`config.mk`:
```
export PLATFORM = sky130hd
export DESIGN_NAME = ccm_arbiter
export DESIGN_NICKNAME = d
export VERILOG_FILES = /design/src/rtl/ccm_arbiter.sv
export SDC_FILE = /design/constraint.sdc
export NUM_CORES = 1
export LEC_CHECK = 0
export CAP_MARGIN = 10
export CORE_MARGIN = 4
export CORE_UTILIZATION = 30
export DETAILED_ROUTE_END_ITERATION = 12
export PLACE_DENSITY_LB_ADDON = 0.05
export SLEW_MARGIN = 20
export SYNTH_ARGS = -nofsm -noshare
export SYNTH_HDL_FRONTEND = slang
export SYNTH_SLANG_ARGS = --single-unit
```
`constraint.sdc`:
```
create_clock -name clk -period 4 [get_ports clk]
set_clock_uncertainty 0.15 [all_clocks]
set_input_delay 0.4 -clock clk [delete_from_list [all_inputs] [get_ports clk]]
set_output_delay 0.4 -clock clk [all_outputs]
set_load 0.05 [all_outputs]
```
`src/rtl/ccm_arbiter.sv`:
```
// Three-way arbiter for the single-ported code memory: fetch (rd), loader (wr), debug (rd).
// Debug requester is compiled in only when CCM_DBG_PORT_EN is defined.
module ccm_arbiter #(
  parameter int ADDR_WIDTH   = 11,
  parameter int DATA_WIDTH   = 32,
  parameter int STARVE_LIMIT = 4
) (
  input  logic                  clk,
  input  logic                  rst,
  input  logic                  f_req,
  input  logic [ADDR_WIDTH-1:0] f_addr,
  output logic                  f_gnt,
  output logic [DATA_WIDTH-1:0] f_rd_data,
  output logic                  f_rd_valid,
  input  logic                  l_req,
  input  logic [ADDR_WIDTH-1:0] l_addr,
  input  logic [DATA_WIDTH-1:0] l_wr_data,
  output logic                  l_gnt,
  input  logic                  d_req,
  input  logic [ADDR_WIDTH-1:0] d_addr,
  output logic                  d_gnt,
  output logic [DATA_WIDTH-1:0] d_rd_data,
  output logic                  d_rd_valid,
  output logic                  mem_rd,
  output logic [ADDR_WIDTH-1:0] mem_rd_addr,
  input  logic [DATA_WIDTH-1:0] mem_rd_data,
  output logic                  mem_wr,
  output logic [ADDR_WIDTH-1:0] mem_wr_addr,
  output logic [DATA_WIDTH-1:0] mem_wr_data,
  output logic [1:0]            owner
);

  typedef enum logic [1:0] {IDLE = 2'd0, GNT_F = 2'd1, GNT_L = 2'd2, GNT_D = 2'd3} state_t;

  localparam logic [3:0] LIMIT = 4'(STARVE_LIMIT);

  state_t     state, state_nxt;
  logic [3:0] starve_cnt, starve_nxt;
  logic       f_elig, l_elig, d_elig, f_force;
  logic       rd_tag_f, rd_tag_d;

  assign f_gnt = (state == GNT_F);
  assign l_gnt = (state == GNT_L);
  assign owner = state;

  assign f_rd_data  = mem_rd_data;
  assign d_rd_data  = mem_rd_data;
  assign f_rd_valid = rd_tag_f;

`ifdef CCM_DBG_PORT_EN
  assign d_gnt      = (state == GNT_D);
  assign d_rd_valid = rd_tag_d;
  assign d_elig     = d_req & ~d_gnt;
`else
  logic unused_dbg;
  assign d_gnt      = 1'b0;
  assign d_rd_valid = 1'b0;
  assign d_elig     = 1'b0;
  assign unused_dbg = d_req ^ rd_tag_d;
`endif

  // A requester whose grant is showing this cycle is ignored, so a held req
  // cannot be granted twice back to back.
  assign f_elig  = f_req & ~f_gnt;
  assign l_elig  = l_req & ~l_gnt;
  assign f_force = f_elig && (starve_cnt == LIMIT);

  always_ff @(posedge clk) begin
    if (rst) begin
      state      <= IDLE;
      starve_cnt <= 4'd0;
    end else begin
      state      <= state_nxt;
      starve_cnt <= starve_nxt;
    end
  end

  always_comb begin
    state_nxt  = IDLE;
    starve_nxt = starve_cnt;
    if (f_force)     state_nxt = GNT_F;
    else if (l_elig) state_nxt = GNT_L;
    else if (d_elig) state_nxt = GNT_D;
    else if (f_elig) state_nxt = GNT_F;

    if (!f_req || state_nxt == GNT_F)     starve_nxt = 4'd0;
    else if (f_elig && starve_cnt < LIMIT) starve_nxt = starve_cnt + 4'd1;
  end

  // Memory command is registered alongside the owner state; the tag follows
  // the read grant by one cycle to line up with the macro's read latency.
  always_ff @(posedge clk) begin
    if (rst) begin
      mem_rd      <= 1'b0;
      mem_wr      <= 1'b0;
      mem_rd_addr <= '0;
      mem_wr_addr <= '0;
      mem_wr_data <= '0;
      rd_tag_f    <= 1'b0;
      rd_tag_d    <= 1'b0;
    end else begin
      mem_rd   <= (state_nxt == GNT_F) || (state_nxt == GNT_D);
      mem_wr   <= (state_nxt == GNT_L);
      rd_tag_f <= (state == GNT_F);
      rd_tag_d <= (state == GNT_D);
      if (state_nxt == GNT_F)      mem_rd_addr <= f_addr;
      else if (state_nxt == GNT_D) mem_rd_addr <= d_addr;
      if (state_nxt == GNT_L) begin
        mem_wr_addr <= l_addr;
        mem_wr_data <= l_wr_data;
      end
    end
  end

endmodule
```
==> results.sh, run 1 <==
export IMPL_design_area_mm2=0.00382
export IMPL_cts_buffers=9
export IMPL_finalCritPeriodShare=0.678
export IMPL_placed_cell_area_mm2=0.00358
export IMPL_gr_total_overflow=0
export IMPL_ys_ff_latch=62
export IMPL_r2r_start="owner[0]$_SDFF_PP0_"
export IMPL_slew_headroom=0.342
export IMPL_cts_tree="yes"
export IMPL_crit_path_cell_trace="nor2b_1 > clkdlybuf4s50_1"
export IMPL_path_class="register to output pin"
export IMPL_ant_nets=0
export IMPL_layout_drive_gt1_share=0.0536
export IMPL_drv_slew=0
export IMPL_routedWlPerCell_um=14.5
export IMPL_via_per_inst=4.35
export IMPL_rrSetupSlack_ps=1670
export IMPL_peakVddDrop_uv=181
export IMPL_rsz0062_at_grt="no"
export IMPL_synth_area_leaders="dfxtp_1, buf_4, nand2_1"
export IMPL_syn_inst=340
export IMPL_postRouteWirelength_um=7290
export IMPL_max_stage_delay_ps=910
export IMPL_crit_end="f_gnt"
export IMPL_hp_class="register to register"
export IMPL_clock_sinks=62
export IMPL_syn_to_final_growth_pct=35.6
export IMPL_firstDrtPassIters=4
export IMPL_yosys_area_top_type="dfxtp_1"
export IMPL_cp_depth=2
export IMPL_tns_ps=0
export IMPL_cp_start_kind="register"
export IMPL_diodes=0
export IMPL_avgSynthCellArea_um2=8.28
export IMPL_tightest_slew_ps=984
export IMPL_placed_cells=487
export IMPL_grt_max_degree=44
export IMPL_period_minus_slack_ps=2710
export IMPL_core_mm2=0.00920
export IMPL_p_leak_nw=1.47
export IMPL_gp_congestion=0.680
export IMPL_cts_hold_buf=0
export IMPL_postCtsSetupRepairBufs=0
export IMPL_fin_cells=503
export IMPL_crit_start="owner[0]$_SDFF_PP0_"
export IMPL_cp_slowest_cell="clkdlybuf4s50_1"
export IMPL_grt_pass1_vias=2205
export IMPL_setup_viol=0
export IMPL_yosys_area_top_type_share=0.441
export IMPL_dieArea_mm2=0.0110
export IMPL_cp_num_buf_inv=1
export IMPL_maxCapViolCount=0
export IMPL_max_freq_ghz=0.369
export IMPL_cts_max_level=3
export IMPL_io_buffers=118
export IMPL_gr_usage_all_layers=0.135
export IMPL_r2r_end="mem_wr_data[14]$_SDFFE_PP0P_"
export IMPL_synth_area_mm2=0.00282
export IMPL_status="finished, final reports clean"
export IMPL_hold_viol_final=0
export IMPL_cp_top_family="buffers and inverters"
export IMPL_power_mw=1.67
export IMPL_die_height_um=105
export IMPL_drc_errors=0
export IMPL_clock_latency_ps=320
export IMPL_die_w_um=105
export IMPL_cts_buffer_depth=2
export IMPL_cp_max_fo=6
export IMPL_start_util=0.306
export IMPL_cts_root_buffer="clkbuf_8"
export IMPL_required_ps=3450
export IMPL_clkTransAtPathRegs_ps=60
export IMPL_ys_warn_count=0
export IMPL_seq_area_frac_synth=0.441
export IMPL_hpwl_um=4980
export IMPL_yosys_cell_types_count=20
export IMPL_grt_pass1_wl_um=11800
export IMPL_vias=2186
export IMPL_powerDensity_mw_per_mm2=438
export IMPL_ff2ff_path_depth=4
export IMPL_rows=35
export IMPL_cts_resized=0
export IMPL_critPathCaptureType="output pin"
export IMPL_io_pins=229
export IMPL_fin_nets=491
export IMPL_cp_arrival_ps=2160
export IMPL_antenna_found_initial=0
export IMPL_drt_iter0_markers=55
[sequential cells by signal, indices dropped and copies added, names as in the netlist]
| signal | cells |
|---|---|
| mem_wr_addr | 11 |
| mem_wr | 1 |
| mem_rd_addr | 11 |
| owner | 2 |
| mem_wr_data | 32 |
| starve_cnt | 4 |
| f_rd_valid | 1 |
[power by group]
part | total [mW] | leakage, nW | internal (mW) | switching, mW
registers | 0.670 | 0.509 | 0.653 | 0.0175
clock network | 0.642 | 0.120 | 0.402 | 0.241
logic | 0.358 | 0.842 | 0.142 | 0.217
total | 1.67 | 1.47 | 1.20 | 0.475
[stage by stage]
| step | util | hold WS (ps) | worst slack (ps) |
|---|---|---|---|
| detailed placement | 0.390 | 286 | 1260 |
| floorplan | - | 270 | 1790 |
| global placement | 0.390 | 285 | 1280 |
| CTS | 0.415 | 305 | 1230 |
| global route | 0.415 | 324 | 1120 |
| finish | 0.415 | 301 | 1290 |
[final cells by class]
class	instances	area, µm²
Clock buffer	13	169
Clock inverter	3	65.1
Inverter	3	11.3
Timing Repair Buffer	120	1200
Fill cell	946	5380
Multi-Input combinational cell	191	988
Tap cell	111	139
Sequential cell	62	1240
[cells in the final DEF, fill, tap and decap left out, types with 3 or more instances in the layout]
master           count
dfxtp_1             62
a21oi_1             45
clkbuf_8            12
clkdlybuf4s50_1    117
nand2b_1            26
mux2i_1             12
nor2_1               6
inv_1                3
nand2_1             88
[Yosys cell counts]
master,count
nand2b_1,26
buf_4,69
nor2b_1,2
dfxtp_1,62
buf_2,6
mux2i_1,12
o311a_1,1
o311ai_4,1
xnor2_1,1
nor3_1,2
nand2_1,88
inv_1,3
nor2_1,6
conb_1,1
and2_1,1
clkbuf_1,10
o21bai_1,1
ha_1,2
a21oi_1,45
a31oi_1,1
[cells by family after synthesis]
kind of cell	Yosys count	synth area share
other cells	1	0.00133
flops	62	0.441
mux	12	0.0427
fa+ha+maj	2	0.00889
compound gates	49	0.0978
xor+xnor	1	0.00311
buf+inv	88	0.212
simple gates	125	0.193
[worst min-delay path by stage]
stage | slack, ps | endpoint | depth (start not counted) | from
2_1_floorplan | 270 | starve_cnt[3]$_SDFFE_PP0P_ | 1 | starve_cnt[3]$_SDFFE_PP0P_
3_3_place_gp | 280 | starve_cnt[3]$_SDFFE_PP0P_ | 1 | starve_cnt[3]$_SDFFE_PP0P_
3_5_place_dp | 290 | starve_cnt[3]$_SDFFE_PP0P_ | 1 | starve_cnt[3]$_SDFFE_PP0P_
4_1_cts | 310 | mem_wr_data[21]$_SDFFE_PP0P_ | 2 | mem_wr_data[21]$_SDFFE_PP0P_
5_1_grt | 320 | mem_wr_data[6]$_SDFFE_PP0P_ | 2 | mem_wr_data[6]$_SDFFE_PP0P_
6_report | 300 | starve_cnt[3]$_SDFFE_PP0P_ | 1 | starve_cnt[3]$_SDFFE_PP0P_
[per-layer routing]
metal	GRT usage	vias up	share of wire	routed length (µm)
li1	-	1098	-	-
met1	0.145	975	0.40	2950
met2	0.218	84	0.46	3330
met3	0.0747	29	0.11	814
met4	0.0562	0	0.028	202
met5	0	-	0	0
(Power assumes the default switching activity.)
==> inputs of run 2 (changes only) <==
clock period = 2.5 ns   (was 4 ns; I/O delays follow)
==> run 2 against run 1 <==
Compared with the run above: combinational power grew 60%; flip-flop and latch count did not move; hold slack lost 32 ps; non-clock buffer count increased by 3; die area unchanged; design area down 0.16%; largest power group unchanged.
==> results.sh, run 2 (same netlist as run 1, synthesis figures left out) <==
export IMPL_period_minus_slack_ps=2230
export IMPL_grt_pass1_vias=2132
export IMPL_clkTransAtPathRegs_ps=70
export IMPL_cts_buffer_depth=2
export IMPL_die_height_um=105
export IMPL_via_per_inst=4.35
export IMPL_io_pins=229
export IMPL_setup_viol=0
export IMPL_antenna_found_initial=0
export IMPL_final_cell_mix="clkdlybuf4s50_1, nand2_1, dfxtp_1"
export IMPL_grt_max_degree=46
export IMPL_gr_usage_all_layers=0.131
export IMPL_io_buffers=118
export IMPL_powerDensity_mw_per_mm2=673
export IMPL_dieArea_mm2=0.0110
export IMPL_gp_congestion=0.699
export IMPL_cts_root_buffer="clkbuf_8"
export IMPL_postCtsSetupRepairBufs=0
export IMPL_rows=35
export IMPL_slew_headroom=0.407
export IMPL_cts_tree="yes"
export IMPL_power_mw=2.57
export IMPL_hp_class="input pin to register"
export IMPL_diodes=0
export IMPL_cts_buffers=9
export IMPL_finalCritPeriodShare=0.894
export IMPL_cts_hold_buf=0
export IMPL_critPathCaptureType="output pin"
export IMPL_firstDrtPassIters=4
export IMPL_hold_viol_final=0
export IMPL_status="finished, final reports clean"
export IMPL_cts_max_level=3
export IMPL_syn_to_final_growth_pct=35.4
export IMPL_routedWlPerCell_um=14.2
export IMPL_cp_max_fo=6
export IMPL_cp_slowest_cell="clkdlybuf4s50_1"
export IMPL_tightest_slew_ps=889
export IMPL_die_w_um=105
export IMPL_cts_resized=0
export IMPL_largest_reg_flops=32
export IMPL_vias=2197
export IMPL_max_freq_ghz=0.448
export IMPL_seq_area_mm2=0.00124
export IMPL_drv_slew=0
export IMPL_grt_pass1_wl_um=11300
export IMPL_required_ps=2100
export IMPL_fin_nets=494
export IMPL_hpwl_um=4920
export IMPL_drc_errors=0
export IMPL_ant_nets=0
export IMPL_tns_ps=0
export IMPL_rsz0062_at_grt="no"
export IMPL_gr_total_overflow=0
export IMPL_max_stage_delay_ps=820
export IMPL_crit_path_cell_trace="nand2b_1 > inv_1 > clkdlybuf4s50_1"
export IMPL_final_common_cell="clkdlybuf4s50_1"
export IMPL_start_util=0.306
export IMPL_layout_drive_gt1_share=0.0635
export IMPL_path_class="register to output pin"
export IMPL_cp_start_kind="register"
export IMPL_reg_top3="mem_wr_data (32), mem_rd_addr (11), mem_wr_addr (11)"
export IMPL_maxCapViolCount=0
export IMPL_peakVddDrop_uv=291
export IMPL_p_leak_nw=1.47
export IMPL_drt_iter0_markers=60
export IMPL_cp_arrival_ps=1830
export IMPL_largest_register="mem_wr_data"
export IMPL_multi_input_area_um2=988
export IMPL_nFillCells=953
export IMPL_clock_latency_ps=330
export IMPL_clock_sinks=62
export IMPL_postRouteWirelength_um=7190
export IMPL_core_mm2=0.00920
## run 2: cell count changes in the layout (fill, tap and decap cells not counted)
| cell | previous run | this run |
|---|---|---|
| bufinv_16 | 2 | 1 |
| clkbuf_1 | 1 | 0 |
| buf_4 | 1 | 5 |
| clkinvlp_4 | 0 | 1 |
| clkdlybuf4s50_1 | 117 | 116 |
## run 2: final timing paths
| path | from | end | slack, ps | cells past startpoint |
|---|---|---|---|---|
| setup / recovery | owner[0]$_SDFF_PP0_ | l_gnt | 270 | 3 |
| hold / removal | rst | f_rd_valid$_SDFF_PP0_ | 270 | 2 |
| hold reg to reg | starve_cnt[3]$_SDFFE_PP0P_ | starve_cnt[3]$_SDFFE_PP0P_ | 300 | 1 |
| setup reg to reg | starve_cnt[0]$_SDFFE_PP0P_ | mem_wr_data[29]$_SDFFE_PP0P_ | 400 | 6 |
## run 2: metrics by stage
stage	cells	hold WS, ps	area, µm²	worst slack, ps	utilization
finish	505	269	3810	266	0.414
detailed placement	490	288	3600	188	0.392
global placement	490	285	3600	217	0.392
CTS	505	243	3810	218	0.414
floorplan	341	236	2820	286	-
global route	505	288	3810	141	0.414
## run 2: power breakdown
| group | switching (mW) | internal, mW | leakage (nW) |
|---|---|---|---|
| logic | 0.346 | 0.229 | 0.859 |
| clock network | 0.384 | 0.535 | 0.104 |
| registers | 0.0285 | 1.04 | 0.509 |
| total | 0.758 | 1.81 | 1.47 |
## run 2: final cells by class
cell class / count / area share
Timing Repair Buffer: 123 / 0.321
Inverter: 3 / 0.00295
Clock buffer: 12 / 0.0433
Sequential cell: 62 / 0.326
Multi-Input combinational cell: 191 / 0.259
Tap cell: 111 / 0.0364
Clock inverter: 3 / 0.0112
## run 2: routing by layer
layer	part of all wire	track usage
met1	0.41	0.145
met2	0.44	0.198
met3	0.12	0.0803
met4	0.027	0.0590
met5	0	0
## run 2: critical path, delay by kind of cell (launching register included)
kind | cells | cell delay [ps]
buf+inv | 2 | 900
flops | 1 | 370
simple gates | 1 | 240
==> inputs of run 3 (changes only) <==
HOLD_SLACK_MARGIN = 0.08   (was not set)
==> results of run 3 <==
Final layout, timing and power as in run 2 (identical DEF).
